`src/rtl/scan_reg_pkg.sv`:
```
// Shared constants and sizing helpers for the scan register bank.
// SCAN_REG_PARITY_EN selects the parity shadow bit build.
package scan_reg_pkg;

`ifdef SCAN_REG_PARITY_EN
  localparam bit PARITY_EN = 1'b1;
`else
  localparam bit PARITY_EN = 1'b0;
`endif

  // Every reset-time register bit takes this value.
  localparam logic RST_VAL = 1'b0;

  function automatic int chain_len(input int seg, input bit parity);
    return seg + (parity ? 1 : 0);
  endfunction

  function automatic int cnt_width(input int chain);
    return (chain < 1) ? 1 : $clog2(chain + 1);
  endfunction

endpackage

```
`src/rtl/scan_reg_bank_if.sv`:
```
// Functional and scan-path signals of the scan register bank.
// No handshake: inputs are sampled on every rising CLK edge; outputs come from registers.
interface scan_reg_bank_if #(
  parameter int WIDTH  = 8,
  parameter int NCHAIN = 1
);
  logic              SE;
  logic [NCHAIN-1:0] SI;
  logic              EN;
  logic [WIDTH-1:0]  D;
  logic [WIDTH-1:0]  Q;
  logic [NCHAIN-1:0] SO;
  logic              SDONE;
  logic              PERR;

  modport master (output SE, SI, EN, D, input Q, SO, SDONE, PERR);
  modport slave  (input SE, SI, EN, D, output Q, SO, SDONE, PERR);
endinterface

```
`src/rtl/scan_reg_seg.sv`:
```
// One SEG-bit scan segment: shifts from SI toward bit 0, or loads D, with async reset.
module scan_reg_seg
  import scan_reg_pkg::*;
#(
  parameter int SEG = 4
) (
  input  logic           i_clk,
  input  logic           i_rn,
  input  logic           i_se,
  input  logic           i_en,
  input  logic           i_si,
  input  logic [SEG-1:0] i_d,
  output logic [SEG-1:0] o_q,
  output logic           o_so
);

  logic [SEG-1:0] r_q;
  logic [SEG-1:0] w_shift;

  // Written with shifts so a single-bit segment needs no special case.
  assign w_shift = (r_q >> 1) | (SEG'(i_si) << (SEG - 1));

  always_ff @(posedge i_clk or negedge i_rn) begin
    if (!i_rn) begin
      r_q <= {SEG{RST_VAL}};
    end else if (i_se) begin
      r_q <= w_shift;
    end else if (i_en) begin
      r_q <= i_d;
    end
  end

  assign o_q  = r_q;
  assign o_so = r_q[0];

endmodule

```
`src/rtl/scan_reg_bank.sv`:
```
// Multi-chain scan register bank with shift counter and unload-done pulse.
// SCAN_REG_PARITY_EN adds a parity shadow bit at the tail of segment 0 and PERR.
module scan_reg_bank
  import scan_reg_pkg::*;
#(
  parameter int WIDTH  = 8,
  parameter int NCHAIN = 1
) (
  input  logic             CLK,
  input  logic             RN,
  scan_reg_bank_if.slave   bus
);

  localparam int SEG       = WIDTH / NCHAIN;
  localparam int CHAIN_LEN = chain_len(SEG, PARITY_EN);
  localparam int CW        = cnt_width(CHAIN_LEN);
  localparam logic [CW-1:0] CNT_LAST = CW'(CHAIN_LEN - 1);

  logic [WIDTH-1:0]  w_q;
  logic [NCHAIN-1:0] w_seg_so;
  logic [NCHAIN-1:0] w_so;
  logic              w_perr;
  logic [CW-1:0]     r_cnt;
  logic              r_sdone;

  for (genvar c = 0; c < NCHAIN; c++) begin : g_seg
    scan_reg_seg #(.SEG(SEG)) u_seg (
      .i_clk (CLK),
      .i_rn  (RN),
      .i_se  (bus.SE),
      .i_en  (bus.EN),
      .i_si  (bus.SI[c]),
      .i_d   (bus.D[c*SEG +: SEG]),
      .o_q   (w_q[c*SEG +: SEG]),
      .o_so  (w_seg_so[c])
    );
  end

`ifdef SCAN_REG_PARITY_EN
  logic r_p;

  // P extends segment 0: it catches Q[0] on a shift and becomes SO[0].
  always_ff @(posedge CLK or negedge RN) begin
    if (!RN) begin
      r_p <= RST_VAL;
    end else if (bus.SE) begin
      r_p <= w_q[0];
    end else if (bus.EN) begin
      r_p <= ^bus.D;
    end
  end

  always_comb begin
    w_so    = w_seg_so;
    w_so[0] = r_p;
  end

  assign w_perr = (^w_q) ^ r_p;
`else
  assign w_so   = w_seg_so;
  assign w_perr = 1'b0;
`endif

  // Counts consecutive shift edges; any functional edge discards a partial unload.
  always_ff @(posedge CLK or negedge RN) begin
    if (!RN) begin
      r_cnt   <= '0;
      r_sdone <= RST_VAL;
    end else if (bus.SE) begin
      if (r_cnt == CNT_LAST) begin
        r_cnt   <= '0;
        r_sdone <= 1'b1;
      end else begin
        r_cnt   <= r_cnt + CW'(1);
        r_sdone <= 1'b0;
      end
    end else begin
      r_cnt   <= '0;
      r_sdone <= 1'b0;
    end
  end

  assign bus.Q     = w_q;
  assign bus.SO    = w_so;
  assign bus.SDONE = r_sdone;
  assign bus.PERR  = w_perr;

endmodule

```
`src/flat_wrapper.sv`:
```
// flat-port wrapper written by rule: the top's interface ports become plain ports
module scan_reg_bank_flat import scan_reg_pkg::*;
#(
  parameter int WIDTH  = 8,
  parameter int NCHAIN = 1
)
  (CLK, RN, bus_SE, bus_SI, bus_EN, bus_D, bus_Q, bus_SO, bus_SDONE, bus_PERR);
  scan_reg_bank_if #(.WIDTH(WIDTH), .NCHAIN(NCHAIN)) bus_i ();
  input  logic CLK;
  input  logic RN;
  input wire logic [$bits(bus_i.SE)-1:0] bus_SE;
  input wire logic [$bits(bus_i.SI)-1:0] bus_SI;
  input wire logic [$bits(bus_i.EN)-1:0] bus_EN;
  input wire logic [$bits(bus_i.D)-1:0] bus_D;
  output wire logic [$bits(bus_i.Q)-1:0] bus_Q;
  output wire logic [$bits(bus_i.SO)-1:0] bus_SO;
  output wire logic [$bits(bus_i.SDONE)-1:0] bus_SDONE;
  output wire logic [$bits(bus_i.PERR)-1:0] bus_PERR;
  assign bus_i.SE = bus_SE;
  assign bus_i.SI = bus_SI;
  assign bus_i.EN = bus_EN;
  assign bus_i.D = bus_D;
  assign bus_Q = bus_i.Q;
  assign bus_SO = bus_i.SO;
  assign bus_SDONE = bus_i.SDONE;
  assign bus_PERR = bus_i.PERR;
  scan_reg_bank #(.WIDTH(WIDTH), .NCHAIN(NCHAIN)) u_core (.CLK(CLK), .RN(RN), .bus(bus_i));
endmodule
```
`config.mk`:
```
export PLATFORM = sky130hd
export DESIGN_NAME = scan_reg_bank_flat
export DESIGN_NICKNAME = d
export VERILOG_FILES = /design/src/rtl/scan_reg_pkg.sv /design/src/rtl/scan_reg_bank_if.sv /design/src/rtl/scan_reg_seg.sv /design/src/rtl/scan_reg_bank.sv /design/src/flat_wrapper.sv
export SDC_FILE = /design/constraint.sdc
export NUM_CORES = 1
export LEC_CHECK = 0
export BUFFER_PORTS_ARGS = -buffer_cell sky130_fd_sc_hd__buf_2
export CAP_MARGIN = 20
export CORE_AREA = 10 10 47 49
export CTS_CLUSTER_SIZE = 28
export DETAILED_ROUTE_END_ITERATION = 16
export DIE_AREA = 0 0 57 59
export GPL_TIMING_DRIVEN = 0
export PLACE_DENSITY = 0.76
export REMOVE_ABC_BUFFERS = 1
export SLEW_MARGIN = 20
export SYNTH_ARGS = -nofsm -noshare
export SYNTH_HDL_FRONTEND = slang
export SYNTH_HIERARCHICAL = 1
export SYNTH_SLANG_ARGS = --single-unit
```
`constraint.sdc`:
```
create_clock -name CLK -period 2.8 [get_ports CLK]
set_input_delay 0.28 -clock CLK [delete_from_list [all_inputs] [get_ports CLK]]
set_output_delay 0.28 -clock CLK [all_outputs]
set_load 0.01 [all_outputs]
```
==> results.tsv <==
stage	metric	value	unit
status	status	complete, no violations	
cells_and_area	regArea	325	sq um
global_route	overflow	0	
synth	synth_top_family_by_area	multiplexers	
place	hpwl	1000	um
worst_setup_path	worst_ep_required_time	3.00	ns
cells_and_area	drive_above_1_share	0.382	
global_route	grt_pass1_vias	524	
synth	yosys.area_share.adder	0.0206	
timing	clock_skew	0.00401	ns
routing	routed_wirelength	1230	um
synth	synth_edf_count	0	
synth	syn_area_per_cell	11.5	sq um
synth	synth_seq_cells	13	
cells_and_area	diodes	0	
cells_and_area	multi_input_area	245	sq um
synth	synth-xor-area-share	0.0144	
timing	min_period_over_period	0.439	
worst_setup_path	crit_path_start_kind	register	
clock_network	clkLatencyLatePin	0.27	ns
cells_and_area	fin_nets	91	
synth	synth_commonest_cells	dfrtp_1, mux2i_1, nand2_1, o21ai_1	
synth	synth_area_leader_cell	dfrtp_1	
synth	synthCells	53	
routing	via_per_inst	4.75	
synth	ys_warn_count	6	
synth	synth_area	608	sq um
place	placed_cells	87	
clock_network	htreeDepth	1	
timing	fin_crit	1.23	ns
power_and_ir_drop	power_density	545	mW/mm^2
routing	first_pass_iters	2	
die	die_w	57	um
die	start_util	0.434	
place	portBuffers	22	
clock_network	clkSinkCount	13	
timing	setup_viol_count_final	0	
global_route	antenna_found_initial	0	
worst_setup_path	worstSetupPathType	register to register	
synth	synthSimpleGateAreaFrac	0.148	
routing	vias	437	
routing	drt_iter0_drc	1	
job	drv_cap	0	
global_route	grt_max_degree	23	
timing	tns	0	ns
synth	ys_async_sr_fraction	1.00	
routing	drc	0	
clock_network	cts_buffers	3	
cells_and_area	fin_cells	92	
die	die_h	59	um
clock_network	cts_setup_buffers	0	
timing	hold_viol	0	
timing	timing.fmax	0.813	GHz
routing	met2_wirelength	666	um
cells_and_area	area_growth	21.4	%
synth	dominantRegCellSynth	dfrtp_1	
worst_setup_path	startpoint	u_core/r_cnt[0]	
synth	yosysSeqAreaShare	0.535	
worst_setup_path	cpMaxStageDelayCell	dfrtp_1	
place	gp_congestion	0.686	
cells_and_area	n_fill_cell	134	
synth	synth_top_area_share	0.535	
synth	synth.most_common_cell	dfrtp_1	
worst_setup_path	crit_chain	ha_1 > or3b_1 > mux2i_1	
clock_network	clk_path_buf_depth	2	
die	dieArea	0.00336	sq mm
worst_setup_path	max_stage_delay	0.41	ns
synth	synthMuxAreaShare	0.148	
synth	yosysUniqueCellTypes	15	
worst_setup_path	cp_max_fo	3	
routing	ant_nets	0	
power_and_ir_drop	vdd_drop_max	0.000307	V
synth	synth_area_leaders	dfrtp_1, mux2i_1, o21ai_1, nand2_1, buf_6	
clock_network	cts_tree	done	
power_and_ir_drop	power_leakage	0.000411	uW
timing	rsz0062_at_grt	false	
die	ios	24	
clock_network	clock_tree.root_cell	clkbuf_4	
routing	top_layer	met3	
die	rows	14	
timing	drv_slew	0	
routing	wl_per_cell	13.4	um
min_path	min_path_type	input port to register	
global_route	globalRouteTotalUtil	0.0799	
routing	wirelength_met1	482	um
global_route	grt_pass1_wl	2190	um
clock_network	path_clk_slew	0.08	ns
worst_setup_path	reg2reg_from	u_core/r_cnt[0]	
worst_setup_path	arrival	1.43	ns
synth	synth_compound_area_frac	0.0658	
worst_setup_path	setup.worst_path.end_class	register	
die	core	0.00140	sq mm
routing	route.met3.wl	83	um
min_path	min-delay-start	bus_SI	
kinds of logic (layout without fill, tap and decap cells):
family / Yosys count / after routing
simple gates: 16 / 16
flops: 13 / 13
mux: 9 / 9
compound gates: 8 / 8
buf+inv: 4 / 27
fa+ha+maj: 1 / 1
other cells: 1 / 1
xor+xnor: 1 / 1
layout make-up:
class / count / share of cell area
clock inverters: 1 / 0.00678
flip-flops and latches: 13 / 0.441
clock buffers: 3 / 0.0305
well taps: 16 / 0.0271
multi-input cells: 36 / 0.332
repair buffers: 23 / 0.163
layer usage:
layer  track usage  up-vias
li1              -      223
met1        0.0820      200
met2         0.136       14
met3        0.0408        0
met4        0.0302        0
met5             0        -
placed cells by master (no fill, tap or decap):
master / count
dfrtp_1: 13
buf_2: 22
o21ai_1: 8
and3b_1: 1
nor3b_2: 1
conb_1: 1
dlygate4sd3_1: 1
clkbuf_4: 3
xor2_1: 1
clkinv_2: 1
ha_1: 1
or3b_1: 1
and2_2: 2
nand2_1: 9
nand3_1: 1
mux2i_1: 9
and2_1: 1
report_power, final:
part | switching [uW] | leakage, uW | internal (uW)
clock network | 58.4 | 0.0000177 | 52.8
registers | 12.8 | 0.000166 | 205
logic | 38.6 | 0.000227 | 34.7
registers in the layout (all words and copies together), names as in the netlist:
register / count
u_core/r_cnt: 4
u_core/g_seg.u_seg/o_q: 8
u_core/bus.SDONE: 1
repair_timing:
| item | 4_1_cts | 5_1_grt |
|---|---|---|
| hold buffers | 1 | 0 |
| endpoints found under the hold margin | 13 | 0 |
| resized for setup | 0 | 0 |
critical path, delay by kind of cell (launching register included):
kind                     cells  cell delay [ns]
multiplexers                 1             0.12
adder cells (fa/ha/maj)      1             0.24
AND/OR/NAND/NOR              1             0.38
flip-flops                   1             0.41
worst paths after layout:
path | slack, ns | end | cells past startpoint
setup reg to reg | 1.57 | u_core/r_cnt[3] | 3
max in group asynchronous | 2.16 | u_core/g_seg[0].u_seg/o_q[5] | 2
hold / removal | 0.23 | u_core/g_seg[0].u_seg/o_q[7] | 3
setup / recovery | 1.57 | u_core/r_cnt[3] | 3
min in group asynchronous | 0.42 | u_core/bus.SDONE | 2
hold reg to reg | 0.49 | u_core/r_cnt[0] | 1
through the flow:
stage | utilization | setup WS [ns] | hold WS (ns) | total power (uW) | instance area, sq um
after global placement | 0.500 | 1.60 | 0.177 | 292 | 701
after floorplan | - | 1.65 | -0.0156 | 255 | 571
after global routing | 0.527 | 1.46 | 0.255 | 432 | 738
after CTS | 0.527 | 1.56 | 0.215 | 411 | 738
after detailed placement | 0.500 | 1.60 | 0.181 | 297 | 701
final | 0.527 | 1.57 | 0.226 | 403 | 738
Power figures use the tool's default switching activity.
